$ cat src/rtl/stack_alu_param.sv
// Signed evaluation stack ALU: a valid/ready command port, registered result/error pulses,
// and a serial shift-add multiplier that stalls the command port while it runs.
module stack_alu_param #(
    parameter int N     = 4,
    parameter int DEPTH = 16,
    parameter int SPW   = $clog2(DEPTH + 1)
) (
    input  logic                  clk,
    input  logic                  rst,
    input  logic                  in_valid,
    output logic                  in_ready,
    input  logic [3:0]            opcode,
    input  logic signed [N-1:0]   in_data,
    output logic                  out_valid,
    output logic signed [N-1:0]   out_data,
    output logic                  overflow,
    output logic                  error,
    output logic [SPW-1:0]        sp,
    output logic                  full,
    output logic                  empty
);
    // Handshake: a command is taken on any rising edge with in_valid && in_ready;
    // the sender holds opcode/in_data steady until then. There is no output backpressure.
    localparam int AW = (DEPTH > 1) ? $clog2(DEPTH) : 1;
    localparam int CW = $clog2(N + 1);
    localparam int PW = 2 * N;
    localparam logic [SPW-1:0] SP_FULL = SPW'(DEPTH);

    localparam logic [3:0] OP_NOP  = 4'b0000;
    localparam logic [3:0] OP_PUSH = 4'b0001;
    localparam logic [3:0] OP_POP  = 4'b0010;
    localparam logic [3:0] OP_DUP  = 4'b0011;
    localparam logic [3:0] OP_SWAP = 4'b0100;
    localparam logic [3:0] OP_ADD  = 4'b0101;
    localparam logic [3:0] OP_SUB  = 4'b0110;
    localparam logic [3:0] OP_MUL  = 4'b0111;
    localparam logic [3:0] OP_NEG  = 4'b1000;
    localparam logic [3:0] OP_CLR  = 4'b1001;

    typedef enum logic [1:0] {IDLE, MUL_RUN, MUL_WB} state_t;
    state_t r_state, w_state_next;

    logic [N-1:0]   r_stack [DEPTH];
    logic [SPW-1:0] r_sp;
    logic [CW-1:0]  r_cnt;
    logic [PW-1:0]  r_acc, r_mcand;
    logic [N-1:0]   r_mplier;
    logic           r_neg;
    logic           r_out_valid, r_overflow, r_error;
    logic [N-1:0]   r_out_data;

    logic [AW-1:0]  w_top_idx, w_sec_idx, w_push_idx, w_wr_idx;
    logic [N-1:0]   w_t, w_s, w_mag_t, w_mag_s, w_wr_data, w_res;
    logic [N:0]     w_sum, w_diff, w_negt;
    logic [PW-1:0]  w_prod;
    logic [SPW-1:0] w_sp_next;
    logic           w_accept, w_full, w_has1, w_has2, w_mul_ovf;
    logic           w_legal, w_wr_en, w_swap, w_emit, w_ovf, w_mul_start;

    assign in_ready   = (r_state == IDLE);
    assign w_accept   = in_valid && in_ready;
    assign w_full     = (r_sp == SP_FULL);
    assign w_has1     = (r_sp != '0);
    assign w_has2     = (r_sp >= SPW'(2));
    assign w_top_idx  = AW'(r_sp - SPW'(1));
    assign w_sec_idx  = AW'(r_sp - SPW'(2));
    assign w_push_idx = AW'(r_sp);
    assign w_t        = r_stack[w_top_idx];
    assign w_s        = r_stack[w_sec_idx];

    // Sign-extended by one bit so the carry-out exposes signed overflow.
    assign w_sum   = {w_s[N-1], w_s} + {w_t[N-1], w_t};
    assign w_diff  = {w_s[N-1], w_s} - {w_t[N-1], w_t};
    assign w_negt  = (N+1)'(0) - {w_t[N-1], w_t};
    assign w_mag_t = w_t[N-1] ? (~w_t + N'(1)) : w_t;
    assign w_mag_s = w_s[N-1] ? (~w_s + N'(1)) : w_s;

    assign w_prod    = r_neg ? (~r_acc + PW'(1)) : r_acc;
    assign w_mul_ovf = !((&w_prod[PW-1:N-1]) || (~|w_prod[PW-1:N-1]));

    always_comb begin
        w_legal     = 1'b0;
        w_wr_en     = 1'b0;
        w_wr_idx    = w_push_idx;
        w_wr_data   = in_data;
        w_sp_next   = r_sp;
        w_swap      = 1'b0;
        w_emit      = 1'b0;
        w_res       = w_t;
        w_ovf       = 1'b0;
        w_mul_start = 1'b0;
        case (opcode)
            OP_NOP: w_legal = 1'b1;
            OP_PUSH: if (!w_full) begin
                w_legal = 1'b1; w_wr_en = 1'b1; w_sp_next = r_sp + SPW'(1);
            end
            OP_POP: if (w_has1) begin
                w_legal = 1'b1; w_emit = 1'b1; w_sp_next = r_sp - SPW'(1);
            end
            OP_DUP: if (w_has1 && !w_full) begin
                w_legal = 1'b1; w_wr_en = 1'b1; w_wr_data = w_t; w_sp_next = r_sp + SPW'(1);
            end
            OP_SWAP: if (w_has2) begin
                w_legal = 1'b1; w_swap = 1'b1;
            end
            OP_ADD, OP_SUB: if (w_has2) begin
                w_legal   = 1'b1;
                w_wr_en   = 1'b1;
                w_wr_idx  = w_sec_idx;
                w_wr_data = (opcode == OP_ADD) ? w_sum[N-1:0] : w_diff[N-1:0];
                w_res     = w_wr_data;
                w_ovf     = (opcode == OP_ADD) ? (w_sum[N] ^ w_sum[N-1]) : (w_diff[N] ^ w_diff[N-1]);
                w_emit    = 1'b1;
                w_sp_next = r_sp - SPW'(1);
            end
            OP_MUL: if (w_has2) begin
                w_legal = 1'b1; w_mul_start = 1'b1;
            end
            OP_NEG: if (w_has1) begin
                w_legal   = 1'b1;
                w_wr_en   = 1'b1;
                w_wr_idx  = w_top_idx;
                w_wr_data = w_negt[N-1:0];
                w_res     = w_negt[N-1:0];
                w_ovf     = w_negt[N] ^ w_negt[N-1];
                w_emit    = 1'b1;
            end
            OP_CLR: begin
                w_legal = 1'b1; w_sp_next = '0;
            end
            default: ;
        endcase
    end

    always_comb begin
        w_state_next = r_state;
        case (r_state)
            IDLE:    if (w_accept && w_mul_start) w_state_next = MUL_RUN;
            MUL_RUN: if (r_cnt == CW'(1)) w_state_next = MUL_WB;
            MUL_WB:  w_state_next = IDLE;
            default: w_state_next = IDLE;
        endcase
    end

    always_ff @(posedge clk) begin
        if (rst) begin
            r_state     <= IDLE;
            r_sp        <= '0;
            r_cnt       <= '0;
            r_acc       <= '0;
            r_mcand     <= '0;
            r_mplier    <= '0;
            r_neg       <= 1'b0;
            r_out_valid <= 1'b0;
            r_out_data  <= '0;
            r_overflow  <= 1'b0;
            r_error     <= 1'b0;
        end else begin
            r_state     <= w_state_next;
            r_out_valid <= 1'b0;
            r_error     <= 1'b0;
            case (r_state)
                IDLE: if (w_accept) begin
                    if (w_legal) begin
                        r_sp <= w_sp_next;
                        if (w_emit) begin
                            r_out_valid <= 1'b1;
                            r_out_data  <= w_res;
                            r_overflow  <= w_ovf;
                        end
                        if (w_mul_start) begin
                            r_cnt    <= CW'(N);
                            r_acc    <= '0;
                            r_mcand  <= {{N{1'b0}}, w_mag_s};
                            r_mplier <= w_mag_t;
                            r_neg    <= w_s[N-1] ^ w_t[N-1];
                        end
                    end else begin
                        r_error <= 1'b1;
                    end
                end
                MUL_RUN: begin
                    if (r_mplier[0]) r_acc <= r_acc + r_mcand;
                    r_mcand  <= r_mcand << 1;
                    r_mplier <= r_mplier >> 1;
                    r_cnt    <= r_cnt - CW'(1);
                end
                MUL_WB: begin
                    r_sp        <= r_sp - SPW'(1);
                    r_out_valid <= 1'b1;
                    r_out_data  <= w_prod[N-1:0];
                    r_overflow  <= w_mul_ovf;
                end
                default: ;
            endcase
        end
    end

    // Storage is deliberately unreset; entries at or above sp are meaningless.
    always_ff @(posedge clk) begin
        if (!rst) begin
            if (r_state == IDLE && w_accept && w_legal) begin
                if (w_wr_en) r_stack[w_wr_idx] <= w_wr_data;
                if (w_swap) begin
                    r_stack[w_top_idx] <= w_s;
                    r_stack[w_sec_idx] <= w_t;
                end
            end else if (r_state == MUL_WB) begin
                r_stack[w_sec_idx] <= w_prod[N-1:0];
            end
        end
    end

    assign out_valid = r_out_valid;
    assign out_data  = r_out_data;
    assign overflow  = r_overflow;
    assign error     = r_error;
    assign sp        = r_sp;
    assign full      = w_full;
    assign empty     = (r_sp == '0);
endmodule

$ cat config.mk
export PLATFORM = sky130hd
export DESIGN_NAME = stack_alu_param
export DESIGN_NICKNAME = d
export VERILOG_FILES = /design/src/rtl/stack_alu_param.sv
export SDC_FILE = /design/constraint.sdc
export NUM_CORES = 1
export LEC_CHECK = 0
export ABC_AREA = 1
export BUFFER_PORTS_ARGS = -buffer_cell sky130_fd_sc_hd__buf_2
export CAP_MARGIN = 20
export CORE_ASPECT_RATIO = 0.5
export CORE_MARGIN = 5
export CORE_UTILIZATION = 35
export DETAILED_ROUTE_END_ITERATION = 8
export HOLD_SLACK_MARGIN = 0.08
export MAX_ROUTING_LAYER = met4
export PLACE_DENSITY = 0.52
export SYNTH_ARGS = -nofsm -noshare
export SYNTH_HDL_FRONTEND = slang
export SYNTH_SLANG_ARGS = --single-unit
$ cat constraint.sdc
create_clock -name clk -period 6.9 [get_ports clk]
set_clock_uncertainty 0.1 [all_clocks]
set_input_delay 0 -clock clk [delete_from_list [all_inputs] [get_ports clk]]
set_output_delay 0 -clock clk [all_outputs]
set_load 0.05 [all_outputs]
; ---- Yosys cells after proc, flatten, opt, wreduce, memory -nomap -nowiden
; Memories as Yosys holds them, arrays and structs flattened.
; Index checks and enable logic that the tools add are counted.
[word_totals]
reg_bits = 38
latch_bits = 0
ram_bits = 64
mem_bits_ro = 0
inputBits = 11
output_inout_bits = 15
wordCells = 172
n_memories = 1
[op_classes]
n_addsub = 11
mul = 0
n_div = 0
n_lt_le_gt_ge = 1
n_eq_ne = 25
n_shift = 0
muxes = 84
n_bitwise = 10
n_reduce_logical = 29
[memory_table]
columns = memory, depth, word_bits, rd, rd_clocked_by_memory_dff, write_ports, line
row1 = r_stack, 16, 4, 2, 0, 2, 43  ; logic [N-1:0] r_stack [DEPTH];
[op_table]
columns = operator, n
row1 = 2-to-1 mux 4 bit, 19
row2 = 2-to-1 mux 8 bit, 8
row3 = one-hot mux 4 bit (2 select lines), 4
row4 = one-hot mux 8 bit (2 select lines), 2
row5 = 2-to-1 mux 5 bit, 6
row6 = 2-to-1 mux 1 bit, 29
row7 = one-hot mux 5 bit (5 select lines), 1
row8 = "== test 4 x 3 -> 1 bit, second input constant", 4
row9 = "inequality test 3 bit, second input constant", 4
row10 = one-hot mux 4 bit (3 select lines), 1
row11 = AND reduction 4 bit, 3
row12 = "inequality test 2 x 1 -> 1 bit, second input constant", 5
row13 = one-hot mux 5 bit (2 select lines), 1
row14 = AND reduction 5 bit, 2
row15 = 2-to-1 mux 3 bit, 3
row16 = "adder 4 x 1 -> 4 bit, second input constant", 2
row17 = "adder 8 x 1 -> 8 bit, second input constant", 1
row18 = adder 8 bit, 1
row19 = "== test 4 x 2 -> 1 bit, second input constant", 2
row20 = "== test 4 bit, second input constant", 2
row21 = inverter 4 bit, 2
row22 = inverter 8 bit, 1
row23 = one-hot mux 1 bit (2 select lines), 4
row24 = AND reduction 8 bit, 1
row25 = 36 further kinds, 52

; ---- Depth between registers and ports, before layout
[depth]
word_depth = 11
ltp_mapped = 29

; ---- Least setup slack after synthesis
; OpenSTA, ideal clock, no wires.
[synth_timing]
kind = register -> register
from = reg r_sp[0], in the netlist sp[0]
to = mem r_stack[12][3], data pin
setup_time_ps = 252
t_arrival_ps = 3847
path_slack_ps = 2701
stages_incl_launch_ff = 28
path_buffers = 6
synth_period_minus_slack_ps = 4199
cell_sequence = dfxtp_1 -> buf_6 -> inv_4 -> buf_6 -> buf_6 -> buf_2 -> ha_1 -> inv_1 -> clkbuf_1 -> nand3_1 -> nand3_1 -> nand3_1 -> nand2_2 -> inv_1 -> ha_1 -> nand2_1 -> nand3b_1 -> nand2_1 -> nand2_2 -> nand3_2 -> nand3_2 -> nand2_1 -> nand2_1 -> nand2_2 -> nand2_4 -> buf_6 -> nand2_1 -> nand2_1
[synth_rtl]
columns = item, line
row1 = from (decl), 44  ; logic [SPW-1:0] r_sp;
row2 = from (signal assigned), 165  ; r_sp <= w_sp_next;
row3 = from (signal assigned), 189  ; r_sp <= r_sp - SPW'(1);
row4 = to (decl), 43

==> run metrics <==
synth cell count leaders 383 x nand2_1, 132 x inv_1, 87 x nand3_1; postcts setup bufs 0; IO Pins 26; Synth Cell Area 0.00772 sq mm; critical path buffer and inverter count 4; Final Net Count 1194; run status finished, final reports clean; Min-Delay Path Depth 6; Reg clk slew, reported paths 0.08 ns; detailed-route DRC error count 0; Detailed Routing Iterations Pass 1 5; CTS Buffer Depth 2; min-delay worst type in2reg; Tmin final 4.95 ns; post-synth net total 1191; CTS tree built; GR Util All Layers 21.6%; worst slew pin tran 1.12 ns; number of core rows 38; DRT iter0 DRCs 728; ANT cells 0; pre-CTS WS 2.00 ns; Setup crit end kind flop; Worst Hold Launch opcode[2]; PortBufs 25; setup ws final 1.95 ns; syn avg cell area 6.71 sq um; H-tree depth 3; vias in the first global route 7028; post-synthesis sequential area ratio 34.7%; Hold Vio Cnt, Final 0; die width 220 microns; initial antenna violation count 0; Tcrit/Tclk final 71.8%; post-synth top area share 24.9%; unrepaired setup endpoints after global routing false; Synth Warn # 0; CP peak stage delay 0.93 ns; most numerous cell in the Yosys netlist nand2_1; Overflow after GRT 0; pin count of the biggest net entering global routing 76; HPWL after detailed placement 19100 microns; maxcap violations 0; P&R area growth vs syn 8.29%; layout cells sized above 1 8.10%; die height 115 microns; Slew HR 25.5%; Critical Path Start Type flop; routed length per instance 17.7 microns; most used cell, CP nand3_1; critical path, cell by cell buf_4 > inv_2 > ha_1 > inv_1 > nand3_1 > nand3_1 > nand3_1 > nand2_2 > inv_1 > ha_1 > o21ai_0 > nand3_1 > o21ai_0 > o2111ai_1 > o21ai_2 > o21ai_0; Post-synth EDFFs 64; post-synthesis cell count 1152; clk_lat worst skew 0.37 ns; kind of critical path reg2reg; largest cells by area after synthesis edfxtp_1 25%, nand2_1 19%, dfxtp_1 9.8%; worst-path fanout max 23; Pleak 3.62 nW; critical path data required time 6.88 ns; fin util 38.6%; Vias 7575; die footprint 0.0253 sq mm; most area-hungry cell type in the Yosys netlist edfxtp_1; Clock Sink Count 102; R2R cell count 16; Distinct cells, synth 54; Crit path depth 16; Final TNS setup 0 ns; first-pass GRT wire length 40700 microns; f_max 202 MHz; top cell family by delay on the critical path adder cells; Crit-path slowest cell ha_1; clk root buf clkbuf_16; Peak VDD IR 0.000184 V; Initial Utilization 35.6%; Power Density 402 mW/mm^2; core area 0.0217 sq mm; Synth Flop Type edfxtp_1; WP data arrival 4.93 ns; Slew Limit Fails 0; CTS buffer count 9; drt via density 5.19; CP startpoint sp[1]; setup violators final 0; Routed WL 25900 microns; launch point of the worst reg-to-reg path sp[1]; flops & latches, synth 102; Routed Antenna Nets 0; routability cong. 0.928; Async SR Flop Fraction 0%
logic make-up after synthesis:
logic type | count (synthesis) | share of synthesized area, %
flip-flops | 102 | 34.7
AO/OA/AOI/OAI | 225 | 16.9
XOR/XNOR | 11 | 1.25
adder cells (fa/ha/maj) | 28 | 4.63
buffers and inverters | 180 | 9.82
AND/OR/NAND/NOR | 606 | 32.6
worst register-to-register path: cells and delay by family (launching register included):
kind | cells | cell delay (ns)
flip-flops | 1 | 0.31
adder cells (fa/ha/maj) | 2 | 1.25
AND/OR/NAND/NOR | 5 | 0.72
AO/OA/AOI/OAI | 5 | 1.12
buffers and inverters | 4 | 1.18
path summary, 6_finish.rpt:
path,slack (ns),end
worst max-delay path,1.95,r_stack[14][1]
worst min-delay path,0.23,sp[0]
worst max register to register,1.95,r_stack[14][1]
worst min register to register,0.37,r_mplier[3]
cells in the final DEF, fill, tap and decap left out, drive strengths merged, types with 2 or more instances in the layout:
cell | synthesis | routed
ha | 27 | 27
dfxtp | 38 | 38
a22oi | 3 | 3
o21ai | 104 | 104
or2 | 4 | 4
clkbuf | 16 | 9
a21boi | 2 | 2
a31oi | 5 | 5
a211oi | 3 | 3
buf | 23 | 29
nand2 | 398 | 398
nor4 | 2 | 2
dlygate4sd3 | 0 | 2
o221ai | 4 | 4
nand3 | 90 | 90
a221oi | 2 | 2
clkinv | 1 | 3
nor3 | 20 | 20
a32oi | 2 | 2
inv | 140 | 143
o211ai | 14 | 14
o31ai | 3 | 3
nor2 | 88 | 88
xor2 | 10 | 10
o2111ai | 3 | 3
o22ai | 6 | 6
a21oi | 69 | 69
edfxtp | 64 | 64
nand3b | 3 | 3
what timing repair did:
| action | 4_1_cts | 5_1_grt |
|---|---|---|
| resized for setup | 0 | 0 |
| endpoints found under the hold margin | 5 | 0 |
| hold buffers | 2 | 0 |
routing by layer:
metal | wire length [microns] | vias to the layer above | global-route usage (%)
met3 | 1360 | 40 | 3.55
met4 | 601 | 0 | 5.57
met1 | 12800 | 3527 | 30.2
met5 | 0 | - | -
li1 | - | 3812 | -
met2 | 11100 | 196 | 32.5
through the flow:
stage,cells,total power [W],area (sq um),hold WS (ns)
after detailed placement,1442,0.00281,8040,0.353
after CTS,1460,0.00337,8370,0.213
after global routing,1460,0.00366,8370,0.297
after global placement,1442,0.00280,8040,0.353
final,1460,0.00336,8370,0.226
after floorplan,1152,0.00223,7720,0.179
layout make-up:
class	instances	area [sq um]
Sequential cell	102	2680
Clock buffer	9	225
Multi-Input combinational cell	870	4300
Clock inverter	7	78.8
Inverter	141	532
Fill cell	2303	13300
Tap cell	300	375
Timing Repair Buffer	31	175
sequential cells by signal (all words and copies together) (netlist names), 2 cells and up:
name and cells:
r_state 2, r_mcand 8, out_data 4, r_cnt 3, r_stack 64, sp 5, r_mplier 4, r_acc 8
report_power, final:
part	total, W	leakage [nW]	internal, W	switching (W)
clock	0.000544	0.146	0.000287	0.000258
sequential	0.000745	0.884	0.000704	0.0000403
combinational	0.00207	2.59	0.000562	0.00151
Note: power is estimated with default switching activity, not from simulation.
